**config.mk**
```make
export PLATFORM = sky130hd
export DESIGN_NAME = m_unit
export DESIGN_NICKNAME = d
export VERILOG_FILES = /design/src/rtl/m_unit_pkg.sv /design/src/rtl/m_unit_divider.sv /design/src/rtl/m_unit.sv
export SDC_FILE = /design/constraint.sdc
export NUM_CORES = 1
export LEC_CHECK = 0
export CORE_MARGIN = 4
export CORE_UTILIZATION = 55
export DETAILED_ROUTE_END_ITERATION = 6
export MAX_ROUTING_LAYER = met4
export PLACE_DENSITY_LB_ADDON = 0.05
export SYNTH_ARGS = -nofsm -noshare
export SYNTH_HDL_FRONTEND = slang
export SYNTH_HIERARCHICAL = 1
export SYNTH_SLANG_ARGS = --single-unit
```
**constraint.sdc**
```tcl
create_clock -name clk -period 5.14 [get_ports clk]
set_clock_uncertainty 0.05 [all_clocks]
set_input_delay 1.028 -clock clk [delete_from_list [all_inputs] [get_ports clk]]
set_output_delay 1.028 -clock clk [all_outputs]
set_load 0.03 [all_outputs]
```
**src/rtl/m_unit_pkg.sv**
```systemverilog
// rtl/m_unit_pkg.sv - shared encodings for the RV32M multiply/divide unit
package m_unit_pkg;

  // M-extension func3 encodings
  localparam logic [2:0] M_MUL    = 3'b000;
  localparam logic [2:0] M_MULH   = 3'b001;
  localparam logic [2:0] M_MULHSU = 3'b010;
  localparam logic [2:0] M_MULHU  = 3'b011;
  localparam logic [2:0] M_DIV    = 3'b100;
  localparam logic [2:0] M_DIVU   = 3'b101;
  localparam logic [2:0] M_REM    = 3'b110;
  localparam logic [2:0] M_REMU   = 3'b111;

  // Control FSM states
  typedef enum logic [1:0] {
    S_IDLE = 2'd0,
    S_ITER = 2'd1,
    S_DONE = 2'd2
  } state_e;

endpackage

```
**src/rtl/m_unit_divider.sv**
```systemverilog
// rtl/m_unit_divider.sv - 32-step restoring divider core on unsigned magnitudes
module m_unit_divider (
  input  logic        clk,
  input  logic        rst_n,
  input  logic        start,
  input  logic [31:0] dividend,
  input  logic [31:0] divisor,
  output logic [31:0] quotient,
  output logic [31:0] remainder,
  output logic        done
);

  logic        run_q, run_d;
  logic [4:0]  cnt_q, cnt_d;
  logic [31:0] quo_q, quo_d;
  logic [31:0] rem_q, rem_d;
  logic [31:0] dvs_q, dvs_d;
  logic [32:0] shifted;
  logic [32:0] trial;

  // One restoring step; outputs are this step's results so the caller can
  // register the final values on the same edge as the 32nd step.
  always_comb begin
    shifted = {rem_q, quo_q[31]};
    trial   = shifted - {1'b0, dvs_q};
    if (trial[32]) begin
      remainder = shifted[31:0];
      quotient  = {quo_q[30:0], 1'b0};
    end else begin
      remainder = trial[31:0];
      quotient  = {quo_q[30:0], 1'b1};
    end
    done = run_q & (cnt_q == 5'd31);
  end

  // Load on start, then advance one quotient bit per cycle
  always_comb begin
    run_d = run_q;
    cnt_d = cnt_q;
    quo_d = quo_q;
    rem_d = rem_q;
    dvs_d = dvs_q;
    if (start) begin
      run_d = 1'b1;
      cnt_d = 5'd0;
      quo_d = dividend;
      rem_d = 32'd0;
      dvs_d = divisor;
    end else if (run_q) begin
      quo_d = quotient;
      rem_d = remainder;
      cnt_d = cnt_q + 5'd1;
      if (done) run_d = 1'b0;
    end
  end

  // Divider state registers
  always_ff @(posedge clk or negedge rst_n) begin
    if (!rst_n) begin
      run_q <= 1'b0;
      cnt_q <= 5'd0;
      quo_q <= 32'd0;
      rem_q <= 32'd0;
      dvs_q <= 32'd0;
    end else begin
      run_q <= run_d;
      cnt_q <= cnt_d;
      quo_q <= quo_d;
      rem_q <= rem_d;
      dvs_q <= dvs_d;
    end
  end

endmodule

```
**src/rtl/m_unit.sv**
```systemverilog
// rtl/m_unit.sv - RV32M multiply/divide unit; M_UNIT_FAST_MUL_EN selects single-cycle multiply
import m_unit_pkg::*;

module m_unit (
  input  logic        clk,
  input  logic        rst_n,
  input  logic        m_start,
  input  logic        pipeline_flush,
  input  logic [31:0] op1,
  input  logic [31:0] op2,
  input  logic [2:0]  func3,
  input  logic [4:0]  rd,
  input  logic        wr_en,
  output logic [31:0] m_unit_result,
  output logic        m_unit_ready,
  output logic [4:0]  m_unit_dest,
  output logic        m_unit_wr,
  output logic        m_unit_busy
);

  state_e      state_q, state_d;
  logic [5:0]  cnt_q, cnt_d;
  logic [2:0]  func3_q, func3_d;
  logic [4:0]  rd_q, rd_d;
  logic        wr_en_q, wr_en_d;
  logic        res_neg_q, res_neg_d;
  logic        a_neg_q, a_neg_d;
  logic [31:0] mcand_q, mcand_d;
  logic [63:0] prod_q, prod_d;
  logic [31:0] result_q, result_d;
  logic        ready_q, ready_d;
  logic [4:0]  dest_q, dest_d;
  logic        wr_q, wr_d;
  logic        busy_q, busy_d;

  logic        accept, signed_a, signed_b, a_neg, b_neg;
  logic        div_zero, div_ovf, special, div_start, div_done, iter_last;
  logic [31:0] a_mag, b_mag, special_res, div_quo, div_rem;
  logic [32:0] add_sum;
  logic [63:0] prod_step, prod_fix;
  logic [31:0] quo_fix, rem_fix, final_res;

  // Operand decode at acceptance: signedness, magnitudes, divide special cases
  always_comb begin
    accept   = (state_q == S_IDLE) & m_start & ~pipeline_flush;
    signed_a = (func3 == M_MULH) | (func3 == M_MULHSU) | (func3 == M_DIV) | (func3 == M_REM);
    signed_b = (func3 == M_MULH) | (func3 == M_DIV) | (func3 == M_REM);
    a_neg    = signed_a & op1[31];
    b_neg    = signed_b & op2[31];
    a_mag    = a_neg ? (32'd0 - op1) : op1;
    b_mag    = b_neg ? (32'd0 - op2) : op2;
    div_zero = (op2 == 32'd0);
    div_ovf  = ((func3 == M_DIV) | (func3 == M_REM)) & (op1 == 32'h8000_0000) & (op2 == 32'hFFFF_FFFF);
    special  = func3[2] & (div_zero | div_ovf);
    if (div_zero) special_res = func3[1] ? op1 : 32'hFFFF_FFFF;
    else          special_res = func3[1] ? 32'd0 : 32'h8000_0000;
  end

`ifdef M_UNIT_FAST_MUL_EN
  logic signed [63:0] fast_a, fast_b, fast_prod;
  logic        [31:0] fast_res;

  // 33x33 signed multiply on sign-extended operands, low 64 bits kept
  always_comb begin
    fast_a    = {{32{a_neg}}, op1};
    fast_b    = {{32{b_neg}}, op2};
    fast_prod = fast_a * fast_b;
    fast_res  = (func3 == M_MUL) ? fast_prod[31:0] : fast_prod[63:32];
  end
`endif

  m_unit_divider u_divider (
    .clk       (clk),
    .rst_n     (rst_n),
    .start     (div_start),
    .dividend  (a_mag),
    .divisor   (b_mag),
    .quotient  (div_quo),
    .remainder (div_rem),
    .done      (div_done)
  );

  // Shift-add multiply step, sign fix-up and result select for the final iteration
  always_comb begin
    add_sum   = {1'b0, prod_q[63:32]} + (prod_q[0] ? {1'b0, mcand_q} : 33'd0);
    prod_step = {add_sum, prod_q[31:1]};
    prod_fix  = res_neg_q ? (64'd0 - prod_step) : prod_step;
    quo_fix   = res_neg_q ? (32'd0 - div_quo) : div_quo;
    rem_fix   = a_neg_q ? (32'd0 - div_rem) : div_rem;
    iter_last = func3_q[2] ? div_done : (cnt_q == 6'd31);
    case (func3_q)
      M_MUL:                 final_res = prod_fix[31:0];
      M_MULH, M_MULHSU,
      M_MULHU:               final_res = prod_fix[63:32];
      M_DIV, M_DIVU:         final_res = quo_fix;
      default:               final_res = rem_fix;
    endcase
  end

  // FSM next state and output register inputs
  always_comb begin
    state_d   = state_q;
    cnt_d     = cnt_q;
    func3_d   = func3_q;
    rd_d      = rd_q;
    wr_en_d   = wr_en_q;
    res_neg_d = res_neg_q;
    a_neg_d   = a_neg_q;
    mcand_d   = mcand_q;
    prod_d    = prod_q;
    result_d  = 32'd0;
    ready_d   = 1'b0;
    dest_d    = 5'd0;
    wr_d      = 1'b0;
    div_start = 1'b0;
    case (state_q)
      S_IDLE: begin
        if (accept) begin
          func3_d   = func3;
          rd_d      = rd;
          wr_en_d   = wr_en;
          a_neg_d   = a_neg;
          res_neg_d = a_neg ^ b_neg;
          mcand_d   = a_mag;
          prod_d    = {32'd0, b_mag};
          cnt_d     = 6'd0;
          if (special) begin
            state_d  = S_DONE;
            result_d = special_res;
            ready_d  = 1'b1;
            dest_d   = rd;
            wr_d     = wr_en;
          end
`ifdef M_UNIT_FAST_MUL_EN
          else if (!func3[2]) begin
            state_d  = S_DONE;
            result_d = fast_res;
            ready_d  = 1'b1;
            dest_d   = rd;
            wr_d     = wr_en;
          end
`endif
          else begin
            state_d   = S_ITER;
            div_start = func3[2];
          end
        end
      end
      S_ITER: begin
        cnt_d  = cnt_q + 6'd1;
        prod_d = prod_step;
        if (iter_last) begin
          state_d  = S_DONE;
          result_d = final_res;
          ready_d  = 1'b1;
          dest_d   = rd_q;
          wr_d     = wr_en_q;
        end
      end
      default: state_d = S_IDLE;
    endcase
    busy_d = (state_d != S_IDLE);
  end

  // State, operand and output registers
  always_ff @(posedge clk or negedge rst_n) begin
    if (!rst_n) begin
      state_q   <= S_IDLE;
      cnt_q     <= 6'd0;
      func3_q   <= 3'd0;
      rd_q      <= 5'd0;
      wr_en_q   <= 1'b0;
      res_neg_q <= 1'b0;
      a_neg_q   <= 1'b0;
      mcand_q   <= 32'd0;
      prod_q    <= 64'd0;
      result_q  <= 32'd0;
      ready_q   <= 1'b0;
      dest_q    <= 5'd0;
      wr_q      <= 1'b0;
      busy_q    <= 1'b0;
    end else begin
      state_q   <= state_d;
      cnt_q     <= cnt_d;
      func3_q   <= func3_d;
      rd_q      <= rd_d;
      wr_en_q   <= wr_en_d;
      res_neg_q <= res_neg_d;
      a_neg_q   <= a_neg_d;
      mcand_q   <= mcand_d;
      prod_q    <= prod_d;
      result_q  <= result_d;
      ready_q   <= ready_d;
      dest_q    <= dest_d;
      wr_q      <= wr_d;
      busy_q    <= busy_d;
    end
  end

  assign m_unit_result = result_q;
  assign m_unit_ready  = ready_q;
  assign m_unit_dest   = dest_q;
  assign m_unit_wr     = wr_q;
  assign m_unit_busy   = busy_q;

endmodule

```
==> impl_metrics.toml, run 1 <==
[outcome]
status = "complete, no violations"

[floorplan]
start_util_pct = 55.7
die_area_um2 = 40200
dieWidth_um = 201
std_cell_rows = 70
chipHeight_um = 201
pin_count = 117
core-area_um2 = 36600

[hold_path]
hp-class = "in -> async"

[clocking]
tritoncts = "built"
clockBufferDepth = 3
postCtsHoldBufs = 0
clock-root-buffer = "clkbuf_16"
cts_buffers = 30
clk_pin_slew_worst_paths_ns = 0.06
h-tree-depth = 1
clock_sinks = 257
clk_latency_ns = 0.59

[setup_path]
path_class = "reg -> reg"
endpoint_kind = "flip-flop"
cp_max_fo = 5
worstPathRequired_ns = 5.57
cp-startpoint = "u_divider/rem_q[0]$_DFFE_PN0P_"
reg2regPathDepth = 19
timing.rr.end = "m_unit_result[31]$_DFF_PN0_"
crit_arrival_ns = 5.40
r2r-start = "u_divider/rem_q[0]$_DFFE_PN0P_"
crit_path_start_kind = "flip-flop"
r2r_setup_slack_ns = 0.17

[global_routing]
track_usage_pct = 35.5
use_met3_pct = 3.12
grt_pass1_vias = 19200
grt_pass1_wl_um = 112000
antenna_found_initial = 0
grtUsageMet1_pct = 46.9
grt_overflow_total = 0
use_met2_pct = 57.4
busiest_layer = "met2"
grt_max_degree = 98

[synth]
syn_area_per_cell_um2 = 7.94
synthDistinctLibCells = 98
ys_top_cells_by_area = "dfrtp_1 32%, nand2_1 8.4%, o21ai_0 6.4%"
yosysTopAreaCell = "dfrtp_1"
synth_seq_cells = 257
synthesis.nets = 2720
synth-main-ff-cell = "dfrtp_1"
yosysTopAreaCellShare_pct = 31.6
syn_area_um2 = 20400
async_reset_ff_share_pct = 100
ys_warn_count = 6
synthCells = 2568
synth_edf_count = 0
seq_area_frac_synth_pct = 31.6

[final_layout]
fin_util_pct = 64.0
n_fill_cell = 3227
final_nets = 2820
area_growth_pct = 15.0
drive_above_1_share_pct = 11.1
num_antenna_cells = 0

[sta]
final-hold-violation-count = 0
fmax_mhz = 201
setup_tns_ns = 0
relSlewSlack_pct = 18.3
timing.final.crit_share_pct = 96.7
fin_ws_ns = 0.167
finalSetupViolations = 0
tightest_slew_ns = 1.22
period_needed_ns = 4.97
rsz0062_at_grt = "yes"
drv_slew = 0
whs_ns = 0.396

[detailed_routing]
drcViolationCount = 0
vias = 20100
via_per_inst = 6.39
drtAntennaViolNets = 0
first_iter_violations = 1915
routed_wl_um = 71900
dr.pass1.iters = 5
wl_per_cell_um = 22.8

[pwr]
irDropWorstVdd_v = 0.000588
power_density_nw_per_um2 = 785
p_leak_nw = 10.2

[placement]
detailed_place_hpwl_um = 54900
routabilityCongestion = 0.990
pre_cts_ws_ns = -0.000342
port_buffers = 116

[flow_run]
drv_cap = 0
## state kept, by name, indices dropped and copies added (netlist names), 2 cells and up
register         flops
func3_q              3
mcand_q             32
rd_q                 5
cnt_q                6
u_divider/dvs_q     32
u_divider/quo_q     32
prod_q              64
u_divider/cnt_q      5
state_q              2
u_divider/rem_q     32
m_unit_result       32
m_unit_dest          5
## layout make-up
| type | count | area, um2 | share of cell area, % |
|---|---|---|---|
| well taps | 468 | 586 | 2.50 |
| flip-flops and latches | 257 | 6440 | 27.5 |
| clock buffers | 40 | 870 | 3.71 |
| multi-input cells | 2042 | 12900 | 54.9 |
| clock inverters | 10 | 131 | 0.561 |
| repair buffers | 255 | 2230 | 9.53 |
| inverters | 82 | 308 | 1.31 |
## how the worst max path moves through the flow
stage                                             end  slack, ns  depth (start not counted)
after floorplan           m_unit_result[31]$_DFF_PN0_       0.13                         23
after global placement    m_unit_result[30]$_DFF_PN0_       0.16                         20
after detailed placement  m_unit_result[30]$_DFF_PN0_    -0.0003                         20
after CTS                 m_unit_result[30]$_DFF_PN0_      0.008                         20
after global routing      m_unit_result[28]$_DFF_PN0_      -0.09                         23
final                     m_unit_result[31]$_DFF_PN0_       0.17                         19
## routing by layer
layer	vias to the layer above	part of all wire (%)
li1	9305	-
met1	9769	42
met2	895	47
met3	177	7.0
met4	0	4.4
met5	-	0
## through the flow
step	cell area, um2	power [mW]	instances
after global routing	23400	19.7	3154
after detailed placement	22300	15.5	3101
after CTS	23300	17.9	3151
final	23400	18.4	3154
after floorplan	20400	11.9	2568
after global placement	22300	15.3	3101
## worst max-delay path, stage by stage, from the launching register on
cell	delay, ns
dfrtp_1	0.38
buf_4	0.15
ha_1	0.26
nor2b_1	0.23
o2111ai_2	0.25
a2111oi_4	0.39
o211ai_1	0.21
a21oi_2	0.31
mux2_2	0.38
nand4_1	0.14
nand2_1	0.13
or4_1	0.56
nor3_1	0.27
o21ai_0	0.16
nand3b_1	0.19
xor2_1	0.19
nor2_1	0.07
a2111oi_2	0.36
a21oi_1	0.08
o21ai_0	0.10
## power breakdown
group	switching (mW)	total [mW]	internal, mW
logic	7.45	12.3	4.90
clock network	0.911	2.23	1.32
registers	0.942	3.82	2.88
## placed cells by master (no fill, tap or decap), drive strengths merged, types with 14 or more instances in the layout
cell type      Yosys  routed
nand2            472     472
o21ai            266     266
dfrtp            257     257
nor2             154     154
a21oi            143     143
buf               71     140
clkdlybuf4s50      1     115
xnor2            113     113
xor2             101     101
inv               81      81
ha                73      73
nand3             48      48
and2              48      48
nor3              46      46
o31ai             46      46
mux2i             41      41
clkbuf           114      40
a22oi             37      37
nand4             32      32
a21o              29      29
a22o              27      27
or3               27      27
a311oi            27      27
nor4              25      25
or4               22      22
a31oi             21      21
o41ai             21      21
nor2b             20      20
o211ai            19      19
and3              19      19
o21a              16      16
or2               16      16
a211oi            14      14
## synth_stat cells (18+ instances only)
cell and number:
a31oi_1 21, nand4_1 32, a21o_1 29, mux2i_1 41, nor2b_1 19, xnor2_1 113, a22o_1 27, a21oi_1 142
nand3_1 48, buf_1 18, nor4_1 25, dfrtp_1 257, o31ai_1 46, buf_4 33, a22oi_1 37, clkbuf_1 109
nor3_1 45, xor2_1 100, o41ai_1 19, inv_1 81, nor2_1 154, or3_1 25, o211ai_1 19, o21ai_0 261
nand2_1 455, ha_1 73, and2_1 47
## cell families after synthesis
logic type	after synthesis	share of synthesized area (%)
xor+xnor	214	9.23
mux	45	2.23
flops	257	31.6
fa+ha+maj	75	4.68
compound gates	743	24.0
buf+inv	269	6.15
simple gates	965	22.2
## what timing repair did
item,in CTS,in global routing
setup endpoints to repair,1,13
setup buffers,0,3
gates resized for setup,2,30
hold endpoints to repair,0,0
pin swaps,3,5
Note: power is estimated with default switching activity, not from simulation.
==> run 2, diff against run 1 <==
ABC_AREA = 1   (was default)
HOLD_SLACK_MARGIN = 0.08   (was default)
==> impl_metrics.toml, run 2 <==
[hold_path]
hp-class = "reg -> reg"

[synth]
synth_seq_cells = 257
yosysTopAreaCell = "dfrtp_1"
ys_warn_count = 6
syn_area_um2 = 22300
synthCells = 3652
synth.most_common_cell = "nand2_1"
syn_area_per_cell_um2 = 6.12
synthDistinctLibCells = 57
ys_top_cells_by_area = "dfrtp_1 29%, nand2_1 22%, inv_1 9.2%"
synthesis.nets = 3804
yosysTopAreaCellShare_pct = 28.8
seq_area_frac_synth_pct = 28.8
synth-main-ff-cell = "dfrtp_1"
async_reset_ff_share_pct = 100
synth_edf_count = 0
yosys-top-cells-count = "1296 x nand2_1, 545 x inv_1, 304 x nor2_1"

[final_layout]
mostFrequentLayoutCell = "nand2_1"
largest_reg_flops = 64
stdcell_count = 4250
layout_common_cells = "1296 x nand2_1, 544 x inv_1, 300 x nor2_1"
final_nets = 3847
drive_above_1_share_pct = 5.62
fin_util_pct = 62.5
regMostFlops = "prod_q"
area_growth_pct = 11.8

[global_routing]
antenna_found_initial = 6
grt_pass1_wl_um = 128000
grt_pass1_vias = 23000
grt_max_degree = 108
grt_overflow_total = 0
track_usage_pct = 37.9

[clocking]
cts_resized = 0
clk_pin_slew_worst_paths_ns = 0.06
h-tree-depth = 2
postCtsHoldBufs = 0
clockBufferDepth = 3
clock_sinks = 257
clk_latency_ns = 0.54
clock-root-buffer = "clkbuf_16"
tritoncts = "built"
post_cts_buffers = 0
cts_buffers = 34

[detailed_routing]
drcViolationCount = 0
first_iter_violations = 2666
wl_per_cell_um = 19.6
dr.pass1.iters = 7
routed_wl_um = 83200
drtAntennaViolNets = 0
vias = 24200
via_per_inst = 5.69

[flow_run]
drv_cap = 0

[outcome]
status = "complete, no violations"

[pwr]
irDropWorstVdd_v = 0.000469
p_leak_nw = 13.2
p_total_mw = 18.4
power_density_nw_per_um2 = 738

[floorplan]
die_area_um2 = 43900
chipHeight_um = 210
std_cell_rows = 73
core-area_um2 = 39900
start_util_pct = 56.0
pin_count = 117
dieWidth_um = 210

[setup_path]
path_class = "reg -> reg"
endpoint_kind = "flip-flop"
crit_path_start_kind = "flip-flop"
cp_max_fo = 10
worstPathRequired_ns = 5.53
crit_slowest_cell = "dfrtp_1"
crit_top_cell = "nand2_1"
crit_arrival_ns = 5.02
max_stage_delay_ns = 0.40

[placement]
dp_cells = 4184
pre_cts_ws_ns = 0.567
detailed_place_hpwl_um = 64500
routabilityCongestion = 1.01
port_buffers = 116

[sta]
fin_ws_ns = 0.502
fmax_mhz = 216
setup_tns_ns = 0
period_needed_ns = 4.64
drv_slew = 0
timing.final.crit_share_pct = 90.2
rsz0062_at_grt = "no"
relSlewSlack_pct = 19.5
tightest_slew_ns = 1.21
finalSetupViolations = 0
final-hold-violation-count = 0
==> run 2: cell type report <==
class,count,area (um2)
Fill cell,3747,14900
Multi-Input combinational cell,2696,13100
Sequential cell,257,6430
Inverter,560,2100
Timing Repair Buffer,146,1420
Clock buffer,49,1030
Tap cell,525,657
Clock inverter,11,171
Antenna cell,6,15.0
==> run 2: path summary, 6_finish.rpt <==
| check | startpoint | end | slack, ns | cells after the start |
|---|---|---|---|---|
| hold / removal | mcand_q[5]$_DFFE_PN0P_ | mcand_q[5]$_DFFE_PN0P_ | 0.43 | 2 |
| setup reg to reg | u_divider/rem_q[18]$_DFFE_PN0P_ | m_unit_result[26]$_DFF_PN0_ | 0.50 | 29 |
| max in group asynchronous | rst_n | prod_q[55]$_DFFE_PN0P_ | 3.47 | 2 |
| setup / recovery | u_divider/rem_q[18]$_DFFE_PN0P_ | m_unit_result[26]$_DFF_PN0_ | 0.50 | 29 |
| min in group asynchronous | rst_n | cnt_q[2]$_DFFE_PN0P_ | 0.49 | 1 |
| hold reg to reg | mcand_q[5]$_DFFE_PN0P_ | mcand_q[5]$_DFFE_PN0P_ | 0.43 | 2 |
==> run 2: critical path: cells and delay by family, from the launching register on <==
family / cells / cell delay [ns]
flip-flops: 1 / 0.40
adder cells (fa/ha/maj): 2 / 0.55
buffers and inverters: 4 / 0.23
AO/OA/AOI/OAI: 4 / 0.94
AND/OR/NAND/NOR: 19 / 2.37
==> run 2: metal layers <==
metal  GRT usage (%)  wire [um]  vias up
met5               -          0        -
met4            15.9       4020        0
met3            5.74       6850      231
met2            60.8      38500     1226
met1            48.2      33800    11200
li1                -          -    11600
==> run 2: where the power goes <==
group          total (mW)  internal [mW]  switching, mW  leakage, nW
sequential           3.55           2.86          0.689         3.25
combinational        12.3           3.77           8.53         9.35
clock                2.57           1.59          0.971        0.586
==> run 2: cells by family after synthesis <==
group,Yosys count,share of synthesized area [%]
flip-flops,257,28.8
adder cells (fa/ha/maj),75,4.27
AO/OA/AOI/OAI,467,12.0
buffers and inverters,699,12.5
XOR/XNOR,83,3.29
AND/OR/NAND/NOR,2071,39.2
==> run 2: through the flow <==
step / hold WS (ns) / instance area, um2
floorplan: 0.383 / 22300
global placement: 0.400 / 23800
detailed placement: 0.417 / 23800
CTS: 0.425 / 25000
global route: 0.447 / 25000
finish: 0.430 / 25000
